File: src/rtl/reg_file_reader.sv
// Read-side sequencer for a small register file: walks a run of consecutive
// addresses on the file's read port and streams each word out over valid/ready.
module reg_file_reader #(
  parameter int DATA_W   = 32,
  parameter int ADDR_W   = 3,
  parameter int NUM_REGS = 8
) (
  input  logic              clk,
  input  logic              reset_n,
  input  logic              start,
  input  logic [ADDR_W-1:0] first_addr,
  input  logic [ADDR_W:0]   count,
  output logic [ADDR_W-1:0] rf_rAddr,
  input  logic [DATA_W-1:0] rf_rData,
  output logic [DATA_W-1:0] out_data,
  output logic              out_valid,
  input  logic              out_ready,
  output logic              out_last,
  output logic              busy,
  output logic              done
);

  typedef enum logic [1:0] {
    IDLE  = 2'd0,
    FETCH = 2'd1,
    HOLD  = 2'd2,
    DONE  = 2'd3
  } state_t;

  localparam logic [ADDR_W:0]   MAX_COUNT = (ADDR_W + 1)'(NUM_REGS);
  localparam logic [ADDR_W:0]   REM_ONE   = (ADDR_W + 1)'(1);
  localparam logic [ADDR_W-1:0] ADDR_ONE  = ADDR_W'(1);

  state_t          state;
  state_t          state_next;
  logic [ADDR_W:0] remaining;

  // Handshake: a word transfers on any rising edge where out_valid && out_ready.
  // out_valid is only ever high in HOLD, so a transfer is "HOLD && out_ready";
  // out_data/out_last/rf_rAddr stay frozen until that transfer happens.
  logic xfer;
  assign xfer = (state == HOLD) && out_ready;

  always_ff @(posedge clk) begin
    if (!reset_n) begin
      state <= IDLE;
    end else begin
      state <= state_next;
    end
  end

  always_comb begin
    state_next = state;
    case (state)
      IDLE: begin
        if (start) begin
          state_next = (count == '0) ? DONE : FETCH;
        end
      end
      FETCH: state_next = HOLD;
      HOLD: begin
        if (xfer) begin
          state_next = (remaining == REM_ONE) ? DONE : FETCH;
        end
      end
      DONE:    state_next = IDLE;
      default: state_next = IDLE;
    endcase
  end

  always_ff @(posedge clk) begin
    if (!reset_n) begin
      rf_rAddr  <= '0;
      remaining <= '0;
      out_data  <= '0;
      out_valid <= 1'b0;
      out_last  <= 1'b0;
    end else begin
      case (state)
        IDLE: begin
          if (start) begin
            rf_rAddr  <= first_addr;
            remaining <= (count > MAX_COUNT) ? MAX_COUNT : count;
          end
        end
        FETCH: begin
          out_data  <= rf_rData;
          out_valid <= 1'b1;
          out_last  <= (remaining == REM_ONE);
        end
        HOLD: begin
          if (xfer) begin
            out_valid <= 1'b0;
            out_last  <= 1'b0;
            remaining <= remaining - REM_ONE;
            // Address wraps naturally because NUM_REGS == 2**ADDR_W.
            if (remaining != REM_ONE) begin
              rf_rAddr <= rf_rAddr + ADDR_ONE;
            end
          end
        end
        default: ;
      endcase
    end
  end

  assign busy = (state != IDLE);
  assign done = (state == DONE);

endmodule
File: config.mk
export PLATFORM = sky130hd
export DESIGN_NAME = reg_file_reader
export DESIGN_NICKNAME = d
export VERILOG_FILES = /design/src/rtl/reg_file_reader.sv
export SDC_FILE = /design/constraint.sdc
export NUM_CORES = 1
export LEC_CHECK = 0
export BUFFER_PORTS_ARGS = -buffer_cell sky130_fd_sc_hd__buf_2
export CORE_MARGIN = 2
export CORE_UTILIZATION = 39
export CTS_BUF_LIST = sky130_fd_sc_hd__clkbuf_4
export CTS_CLUSTER_DIAMETER = 120
export CTS_CLUSTER_SIZE = 28
export DETAILED_ROUTE_END_ITERATION = 8
export GPL_TIMING_DRIVEN = 0
export PLACE_DENSITY = 0.78
export SYNTH_ARGS = -nofsm -noshare
export SYNTH_HDL_FRONTEND = slang
export SYNTH_SLANG_ARGS = --single-unit
File: constraint.sdc
create_clock -name clk -period 2.9 [get_ports clk]
set_input_delay 0.58 -clock clk [delete_from_list [all_inputs] [get_ports clk]]
set_output_delay 0.58 -clock clk [all_outputs]
set_load 0.01 [all_outputs]
Yosys cells after proc, flatten, opt, wreduce, memory -nomap -nowiden
Index checks and enable logic that the tools add are counted.

Bits in registers: 43. Word-level logic and storage cells: 43.

Magnitude comparators: 1. Equality and inequality tests: 8. Mux-type cells: 16. Reduce and logical (&&, ||, !) cells: 10. $add $sub $neg: 2.

Operator list (number): $mux 4 (3); $mux 3 (3); $mux 2 (4); $pmux 2 s4 (1); $pmux 4 s2 (1); $pmux 3 s2 (1); $reduce_bool 2->1 (3); $eq 2x2->1 const B (2); $eq 4x1->1 const B (1); $gt 4x4->1 const B (1); $logic_not 4->1 (1); $ne 2x2->1 const B (2); $ne 4x1->1 const B (1); $pmux 1 s2 (2); $reduce_and 2->1 (2); $reduce_and 4->1 (1); $sub 4x1->4 const B (1); $add 3x1->3 const B (1); $reduce_and 3->1 (1); $eq 2x1->1 const B (1); $logic_not 2->1 (1); $ne 2x1->1 const B (1); $logic_and 1x1->1 (1); $mux 1 (1).

Logic depth before layout (Yosys ltp)
Gate-level depths: netlist of the first run.

Depth in word-level cells: 4. Depth in mapped cells: 6. Mapped depth without buffers: 6.

Least setup slack after synthesis of the first run
Ideal clock, no wire load.

Path type: flip-flop to flip-flop. From: register remaining[1]. To: register rf_rAddr[2]. Setup time: 86 ps. Slack: 1467 ps. Clock period less this slack: 1433 ps. Data arrival time: 1347 ps. Data required time: 2814 ps. Cell stages (with the launch flop): 7. Cells stage by stage: dfxtp_1 inv_1 ha_1 nor3b_2 a221oi_4 o21ai_1 a221oi_2.

Cells in the longest elaborated chain, start to end: 3.

RTL lines: start, declared (line 36) `logic [ADDR_W:0] remaining;`; start signal, assigned (line 83) `remaining <= (count > MAX_COUNT) ? MAX_COUNT : count;`; start signal, assigned (line 95) `remaining <= remaining - REM_ONE;`; $ne 4x1->1 (line 97) `if (remaining != REM_ONE) begin`; $ne 2x1->1 (no line); $reduce_and 4->1 (no line); end signal, assigned (line 82) `rf_rAddr <= first_addr;`; end signal, assigned (line 98) `rf_rAddr <= rf_rAddr + ADDR_ONE;`; end, declared (line 13) `output logic [ADDR_W-1:0] rf_rAddr,`.

Every way passes these cells. A chain may end at the register's enable or synchronous reset.

Final worst setup path of the first run
From: register state[0]. To: output busy.

Cells in the longest elaborated chain, start to end: 1.

RTL lines: start, declared (line 34) `state_t state;`; start signal, assigned (line 48) `state <= state_next;`; $reduce_bool 2->1 (line 107) `assign busy = (state != IDLE);`; end, declared (line 19) `output logic busy,`.

Every way passes these cells.

==> flow_summary.toml, run 1 <==
[setup_path]
rr_startpoint = "remaining[1]"
worst-r2r-setup-slack_ns = 1.30
cp-start-kind = "register"
worst-r2r-cell-count = 6
end_kind = "output port"
r2r-end = "rf_rAddr[2]"
path_max_fanout = 10
crit_path_end = "busy"
required_ns = 2.32
critical_path_arrival_ns = 1.34
setup.worst_path.start = "state[0]"
crit_type = "register to output port"

[cts]
tritoncts = "yes"
cts_buffers = 5
cts_hold_buf = 0
clk_latency_ns = 0.35
cts-root-buf = "clkbuf_4"
cts.repair.resized = 0
path_clk_slew_ns = 0.12
ctsHtreeMaxLevel = 2
clkSinkCount = 43
cts_setup_buffers = 0
cts_buffer_depth = 2

[synth]
synth_mux_area_share_pct = 0.567
yosysWarnings = 0
synth_edf_count = 0
synth_seq_cells = 43
syn_area_per_cell_um2 = 8.06
async_reset_ff_share_pct = 0
synth_adder_area_share_pct = 2.13
ys.flop_type = "dfxtp_1"
ys_top_cells_by_area = "dfxtp_1 (49%), nand2_1 (14%), a21oi_1 (11%)"
syn_area_um2 = 1770
synth-xor-area-share_pct = 0
synth-compound-area-share_pct = 19.4
netlist.area_leader.share_pct = 48.8
ys_seq_area_share_pct = 48.8
synth_top_area_cell = "dfxtp_1"
synth-simple-area-share_pct = 24.2
postSynthCellCount = 219
synth_fp_nets = 265
synth_top_family_by_area = "simple AND/OR/NAND/NOR gates"
yosysUniqueCellTypes = 34

[timing]
setup_viol = 0
min_period_ns = 1.92
rsz0062_at_grt = "no"
period_share_pct = 66.3
tightest_slew_ns = 0.516
timing.hold.ws_ns = 0.443
fmax_mhz = 520
relSlewSlack_pct = 65.6
drv_slew = 0
hold_viol = 0
skew_ns = 0.0135
finalSetupTns_ns = 0

[finish]
n_antenna_cell = 0
layout_common_cells = "buf_2 (88), nand2_1 (68), dfxtp_1 (43)"
num-fill-cells = 439
mostFrequentLayoutCell = "buf_2"
areaGrowthSynthToFinish_pct = 30.9
drive_gt1_share_pct = 33.6
final_area_um2 = 2310
nNetsFinal = 353

[route]
drt_iter0_markers = 64
antenna_left = 0
vias_per_cell = 4.87
num_vias = 1747
finalWirelength_um = 4270
drc = 0
firstDrtPassIters = 4
wl_per_cell_um = 11.9

[die]
fp.dieW_um = 71.3
start_util_pct = 40.5
coreArea_um2 = 4350
rows = 24
dieArea_um2 = 5080
dieHeight_um = 71.3
pin_count = 82

[placed_design]
io_buffers = 81
place_hpwl_um = 3220
placed_cell_area_um2 = 2240
place.gp.congestion = 0.778

[job]
cap_violations = 0

[grt]
grt_overflow = 0
antenna_found_initial = 0
grt_pass1_wl_um = 7040
grt_pass1_vias = 1654
grt_max_degree = 13
grtUsageTotal_pct = 17.4

[worst_hold_path]
hold_class = "input pin to register"

[power_and_ir_drop]
total_power_mw = 1.26
vdd_drop_max_v = 0.000279
p_leak_nw = 1.05
power.density_nw_per_um2 = 544

[outcome]
outcome = "finished clean"
-- state kept, by name, indices dropped and copies added (netlist names) --
register and flops:
state 2, rf_rAddr 3, out_last 1, out_valid 1, remaining 4, out_data 32
-- worst min path at each step --
stage | from | slack, ns | to | cells past startpoint
floorplan | remaining[3] | 0.47 | remaining[3] | 2
global placement | out_data[8] | 0.44 | out_data[8] | 2
detailed placement | out_data[19] | 0.44 | out_data[19] | 2
CTS | rf_rData[12] | 0.43 | out_data[12] | 3
global route | out_ready | 0.43 | state[1] | 2
finish | rf_rData[12] | 0.44 | out_data[12] | 3
-- cell families (layout without fill, tap and decap cells) --
family	Yosys count	after routing
buffers and inverters	19	107
muxes	1	1
AOI/OAI and AO/OA	57	57
and+or+nand+nor	96	96
adders and majority gates	3	3
DFF	43	43
-- area by class of cell --
cell class | instances | area [um^2] | area share (%)
Clock buffer | 6 | 45.0 | 1.95
Clock inverter | 1 | 30.0 | 1.30
Inverter | 5 | 18.8 | 0.812
Buffer | 14 | 68.8 | 2.98
Timing Repair Buffer | 81 | 405 | 17.5
Tap cell | 52 | 65.1 | 2.82
Sequential cell | 43 | 861 | 37.2
Multi-Input combinational cell | 157 | 817 | 35.4
-- critical path, cell delays in order (launching register included) --
cell	delay [ns]
dfxtp_1	0.35
buf_2	0.19
or2_2	0.31
buf_2	0.14
-- report_power, final --
| group | internal (mW) | switching, mW |
|---|---|---|
| combinational | 0.101 | 0.132 |
| clock | 0.187 | 0.185 |
| sequential | 0.630 | 0.0222 |
-- cell usage after synthesis, types with 2 or more instances --
library cell	count
nand2_1	68
ha_1	3
a21oi_1	38
and2_1	2
nand2b_1	2
clkbuf_1	6
nor3_1	3
inv_1	5
nor2b_1	2
o21ai_0	8
dfxtp_1	43
nor3b_1	4
buf_2	7
nor2_1	8
-- layer usage --
metal / GRT usage, % / wire, um / vias to the layer above
met4: 7.34 / 85 / 0
met2: 30.1 / 2080 / 61
met3: 4.92 / 304 / 10
li1: - / - / 905
met1: 20.1 / 1800 / 771
met5: 0 / 0 / -
-- through the flow --
stage | instances | setup slack [ns] | util, %
finish | 359 | 0.978 | 53.1
global route | 359 | 0.919 | 53.1
CTS | 359 | 0.964 | 53.1
detailed placement | 352 | 1.31 | 51.4
global placement | 352 | 1.36 | 51.4
floorplan | 219 | 1.47 | -
Power figures use the tool's default switching activity.
==> run 2: changes to the inputs <==
--- a/config.mk
+++ b/config.mk
@@ -13,7 +13,7 @@
 export CTS_CLUSTER_SIZE = 28
 export DETAILED_ROUTE_END_ITERATION = 8
 export GPL_TIMING_DRIVEN = 0
-export PLACE_DENSITY = 0.78
+export PLACE_DENSITY = 0.8
 export SYNTH_ARGS = -nofsm -noshare
 export SYNTH_HDL_FRONTEND = slang
 export SYNTH_SLANG_ARGS = --single-unit
==> constraint.sdc (replaced) <==
create_clock -name clk -period 1.75 [get_ports clk]
set_input_delay 0.35 -clock clk [delete_from_list [all_inputs] [get_ports clk]]
set_output_delay 0.35 -clock clk [all_outputs]
set_load 0.01 [all_outputs]
==> run 2 against run 1 <==
  * Final area is 0.65% lower
  * Worst hold slack worse by 0.22 ns
  * Non-clock buffer count is 1 higher
  * Die area stayed put
  * Core utilization is 0.34 points lower
  * Combinational power is 67% higher
  * Critical path depth stayed put
  * Via count is 0.17% higher
  * Largest power group unchanged
==> flow_summary.toml, run 2 (synthesized netlist as in run 1, its figures left out) <==
[setup_path]
cpPeakStageDelay_ns = 0.34
crit_family = "flip-flops"
rr_startpoint = "remaining[1]"
cp-start-kind = "register"
r2r-end = "rf_rAddr[2]"
worst_path_max_delay_cell = "dfxtp_1"
crit_cells = 3
setup.worst_path.start = "state[0]"
crit_type = "register to output port"
path_max_fanout = 10
crit_path_end = "busy"
worst-r2r-setup-slack_ns = 0.16
path_cells = "buf_2 > or2_2 > buf_2"
critical_path_arrival_ns = 1.32
crit_top_cell = "buf_2"
end_kind = "output port"
required_ns = 1.40
worst-r2r-cell-count = 6
crit_buf_inv = 2

[cts]
ctsHtreeMaxLevel = 2
clkSinkCount = 43
cts.repair.resized = 0
tritoncts = "yes"
path_clk_slew_ns = 0.12
cts-root-buf = "clkbuf_4"
clk_latency_ns = 0.35
cts_buffer_depth = 2
cts_buffers = 5

[timing]
tightest_slew_ns = 0.518
drv_slew = 0
relSlewSlack_pct = 65.5
setup_viol = 0
period_share_pct = 95.6
fmax_mhz = 598
hold_viol = 0
rsz0062_at_grt = "no"
min_period_ns = 1.67
finalSetupTns_ns = 0
skew_ns = 0.0120
timing.hold.ws_ns = 0.222

[route]
drc = 0
firstDrtPassIters = 4
drt_iter0_markers = 48
num_vias = 1750
antenna_left = 0
wl_per_cell_um = 11.7
vias_per_cell = 4.85
finalWirelength_um = 4210

[grt]
grt_pass1_vias = 1608
antenna_found_initial = 0
grtUsageTotal_pct = 17.1
grt_pass1_wl_um = 6950
grt_max_degree = 14
grt_overflow = 0

[finish]
largest_registers = "out_data (32), remaining (4), rf_rAddr (3)"
nNetsFinal = 354
n_antenna_cell = 0
regMostFlops = "out_data"
final_area_um2 = 2300
post-route-util_pct = 52.7
post_layout_nonfiller_instances = 361
multiInputGateArea_um2 = 817
areaGrowthSynthToFinish_pct = 30.0
mostFrequentLayoutCell = "buf_2"
drive_gt1_share_pct = 33.3
layout_common_cells = "buf_2 (88), nand2_1 (68), dfxtp_1 (43)"
num-fill-cells = 451
largest_reg_flops = 32
ff_latch_area_um2 = 861

[die]
dieArea_um2 = 5080
rows = 24
dieHeight_um = 71.3
coreArea_um2 = 4350
pin_count = 82
start_util_pct = 40.5
fp.dieW_um = 71.3

[power_and_ir_drop]
intPower_mw = 1.36
comb_power_share_pct = 20.2
p_leak_nw = 1.04
p_sw_mw = 0.563
swShare_pct = 29.2
pwr-share-seq_pct = 56.2
pwr-share-clk_pct = 23.7
power.density_nw_per_um2 = 838
vdd_drop_max_v = 0.000378

[outcome]
outcome = "finished clean"

[placed_design]
placed_cell_area_um2 = 2240
place_hpwl_um = 3170
dp_cells = 352
io_buffers = 81
place.gp.congestion = 0.871

[job]
cap_violations = 0

[worst_hold_path]
hold_class = "input pin to register"
==> run 2: area by class of cell <==
cell class | count | share of cell area [%]
sequential | 43 | 37.5
multi-input combinational | 157 | 35.6
timing repair buffer | 82 | 18.0
buffer | 14 | 3.00
tap | 52 | 2.83
clock buffer | 5 | 1.63
inverter | 5 | 0.817
clock inverter | 3 | 0.654
==> run 2: tightest hold or removal path, stage by stage <==
cell     delay [ns]
buf_2          0.09
nand2_1        0.04
a21oi_1        0.05
==> run 2: layer usage <==
metal | wire length (um) | vias to the layer above | global-route usage [%]
li1 | - | 909 | -
met1 | 1830 | 782 | 20.4
met2 | 2060 | 53 | 29.5
met3 | 265 | 6 | 4.64
met4 | 58 | 0 | 6.29
met5 | 0 | - | 0
==> run 2: how the worst min path moves through the flow <==
stage	startpoint	end	cells after the start
2_1_floorplan	out_ready	state[1]	1
3_3_place_gp	out_data[22]	out_data[22]	2
3_5_place_dp	out_data[16]	out_data[16]	2
4_1_cts	rf_rData[9]	out_data[9]	3
5_1_grt	rf_rData[30]	out_data[30]	3
6_report	rf_rData[10]	out_data[10]	3
==> run 2: per-stage QoR <==
| step | total power, mW | setup WS (ns) |
|---|---|---|
| 6_report | 1.92 | 0.0770 |
| 5_1_grt | 2.05 | 0.00234 |
| 4_1_cts | 1.95 | 0.0552 |
| 3_5_place_dp | 1.49 | 0.162 |
| 3_3_place_gp | 1.48 | 0.213 |
| 2_1_floorplan | 1.33 | 0.317 |
==> run 2: power groups by stage <==
stage / clock network [mW] / logic [mW] / registers, mW
after floorplan: 0 / 0.208 / 1.13
after global placement: 0 / 0.382 / 1.10
after detailed placement: 0 / 0.388 / 1.10
after CTS: 0.482 / 0.389 / 1.08
after global routing: 0.519 / 0.439 / 1.09
final: 0.455 / 0.388 / 1.08
==> run 2: what timing repair did <==
| action | in CTS | in global routing |
|---|---|---|
| endpoints found under the hold margin | 0 | 0 |
| hold buffers | 0 | 0 |
| endpoints found under the setup margin | 0 | 1 |
| setup buffers | 0 | 1 |
==> run 3: changes to the inputs <==
--- a/config.mk
+++ b/config.mk
@@ -7,13 +7,13 @@
 export LEC_CHECK = 0
 export BUFFER_PORTS_ARGS = -buffer_cell sky130_fd_sc_hd__buf_2
 export CORE_MARGIN = 2
-export CORE_UTILIZATION = 39
+export CORE_UTILIZATION = 30
 export CTS_BUF_LIST = sky130_fd_sc_hd__clkbuf_4
 export CTS_CLUSTER_DIAMETER = 120
 export CTS_CLUSTER_SIZE = 28
 export DETAILED_ROUTE_END_ITERATION = 8
 export GPL_TIMING_DRIVEN = 0
-export PLACE_DENSITY = 0.8
+export PLACE_DENSITY = 0.67
 export SYNTH_ARGS = -nofsm -noshare
 export SYNTH_HDL_FRONTEND = slang
 export SYNTH_SLANG_ARGS = --single-unit
==> constraint.sdc (replaced) <==
create_clock -name clk -period 1.75 [get_ports clk]
set_input_delay 0.175 -clock clk [delete_from_list [all_inputs] [get_ports clk]]
set_output_delay 0.175 -clock clk [all_outputs]
set_load 0.01 [all_outputs]
==> run 3 against run 2 <==
  * Global-route usage fell by 3.1 points
  * Worst hold slack lost 0.18 ns
  * Routed wire length up 7.2%
  * Largest power group unchanged
  * Maximum frequency up 7.6%
  * Total power rose by 8.5%
  * Critical path depth rose by 3
  * Sequential power hardly changed
==> flow_summary.toml, run 3 (synthesized netlist as in run 1, its figures left out) <==
[cts]
clkSinkCount = 43
cts_buffer_depth = 2
cts_hold_buf = 0
clk_latency_ns = 0.35
cts.repair.resized = 0
path_clk_slew_ns = 0.12
cts_buffers = 5
tritoncts = "yes"
ctsHtreeMaxLevel = 2
cts_setup_buffers = 0
cts-root-buf = "clkbuf_4"

[worst_hold_path]
hold_class = "input pin to register"
hold_path.startpoint = "rf_rData[1]"

[setup_path]
crit_type = "register to register"
end_kind = "register"
path_max_fanout = 5
cp-start-kind = "register"
rr_startpoint = "remaining[1]"
required_ns = 2.02
critical_path_arrival_ns = 1.83
setup.worst_path.start = "remaining[1]"

[finish]
areaGrowthSynthToFinish_pct = 32.3
n_antenna_cell = 0
mostFrequentLayoutCell = "buf_2"
layout_common_cells = "buf_2 (88), nand2_1 (68), dfxtp_1 (43)"
post-route-util_pct = 41.7
largest_registers = "out_data (32), remaining (4), rf_rAddr (3)"
drive_gt1_share_pct = 33.6
largest_reg_flops = 32
regMostFlops = "out_data"
nNetsFinal = 353

[power_and_ir_drop]
vdd_drop_max_v = 0.000376
comb_power_share_pct = 18.7
swShare_pct = 27.1
pwr-share-clk_pct = 29.6
p_sw_mw = 0.566
p_leak_nw = 1.05
intPower_mw = 1.52
power.density_nw_per_um2 = 894
pwr-share-seq_pct = 51.7

[timing]
skew_ns = 0.0102
fmax_mhz = 643
relSlewSlack_pct = 61.0
period_share_pct = 88.8
finalSetupTns_ns = 0
setup_slack_ns = 0.195
drv_slew = 0
hold_viol = 0
setup_viol = 0
min_period_ns = 1.55
rsz0062_at_grt = "no"
tightest_slew_ns = 0.585

[route]
finalWirelength_um = 4510
drc = 0
antenna_left = 0
wl_per_cell_um = 11.9
vias_per_cell = 4.54
firstDrtPassIters = 7
drt_iter0_markers = 47
num_vias = 1721

[die]
coreArea_um2 = 5610
rows = 27
fp.dieW_um = 80.7
start_util_pct = 31.5
pin_count = 82
dieArea_um2 = 6510
dieHeight_um = 80.7

[placed_design]
place.gp.congestion = 0.743
place_hpwl_um = 3320
dpl_worst_slack_ns = 0.215
io_buffers = 81

[grt]
grt_pass1_vias = 1565
antenna_found_initial = 0
grtUsageTotal_pct = 14.0
grt_max_degree = 13
grt_overflow = 0
grt_pass1_wl_um = 7040

[outcome]
outcome = "finished clean"

[job]
cap_violations = 0
[run 3: cell type report]
class,instances,area (um^2)
Clock inverter,1,30.0
Tap cell,72,90.1
Clock buffer,6,45.0
Fill cell,612,3270
Multi-Input combinational cell,157,817
Timing Repair Buffer,81,405
Sequential cell,43,861
Inverter,5,18.8
Buffer,14,68.8
[run 3: worst paths after layout]
| kind | to | slack, ns | depth (start not counted) |
|---|---|---|---|
| setup / recovery | rf_rAddr[2] | 0.20 | 6 |
| hold / removal | out_data[1] | 0.04 | 3 |
| setup reg to reg | rf_rAddr[2] | 0.20 | 6 |
| hold reg to reg | out_data[21] | 0.46 | 2 |
[run 3: through the flow]
step / std cells / instance area, um^2 / hold slack [ns] / power, mW
6_report: 379 / 2340 / 0.0411 / 2.09
2_1_floorplan: 219 / 1770 / 0.295 / 1.33
3_5_place_dp: 372 / 2260 / 0.422 / 1.50
3_3_place_gp: 372 / 2260 / 0.416 / 1.49
4_1_cts: 379 / 2340 / 0.0278 / 2.12
5_1_grt: 379 / 2340 / 0.0241 / 2.22
[run 3: routing by layer]
metal / routed length, um / track usage (%) / part of all wire [%]
met1: 2050 / 16.1 / 45
met2: 2100 / 24.5 / 46
met3: 322 / 4.16 / 7.1
met4: 42 / 4.92 / 0.93
met5: 0 / 0 / 0
[run 3: critical path, stage by stage (launching register included)]
cell      delay, ns
dfxtp_1        0.34
inv_1          0.07
ha_1           0.17
nor3b_2        0.19
a221oi_4       0.38
o21ai_1        0.13
a221oi_2       0.21
[run 3: power groups by stage]
stage	Sequential (mW)	Combinational, mW	Clock (mW)
floorplan	1.13	0.208	0
global placement	1.10	0.387	0
detailed placement	1.10	0.393	0
CTS	1.08	0.394	0.644
global route	1.09	0.441	0.686
finish	1.08	0.390	0.618
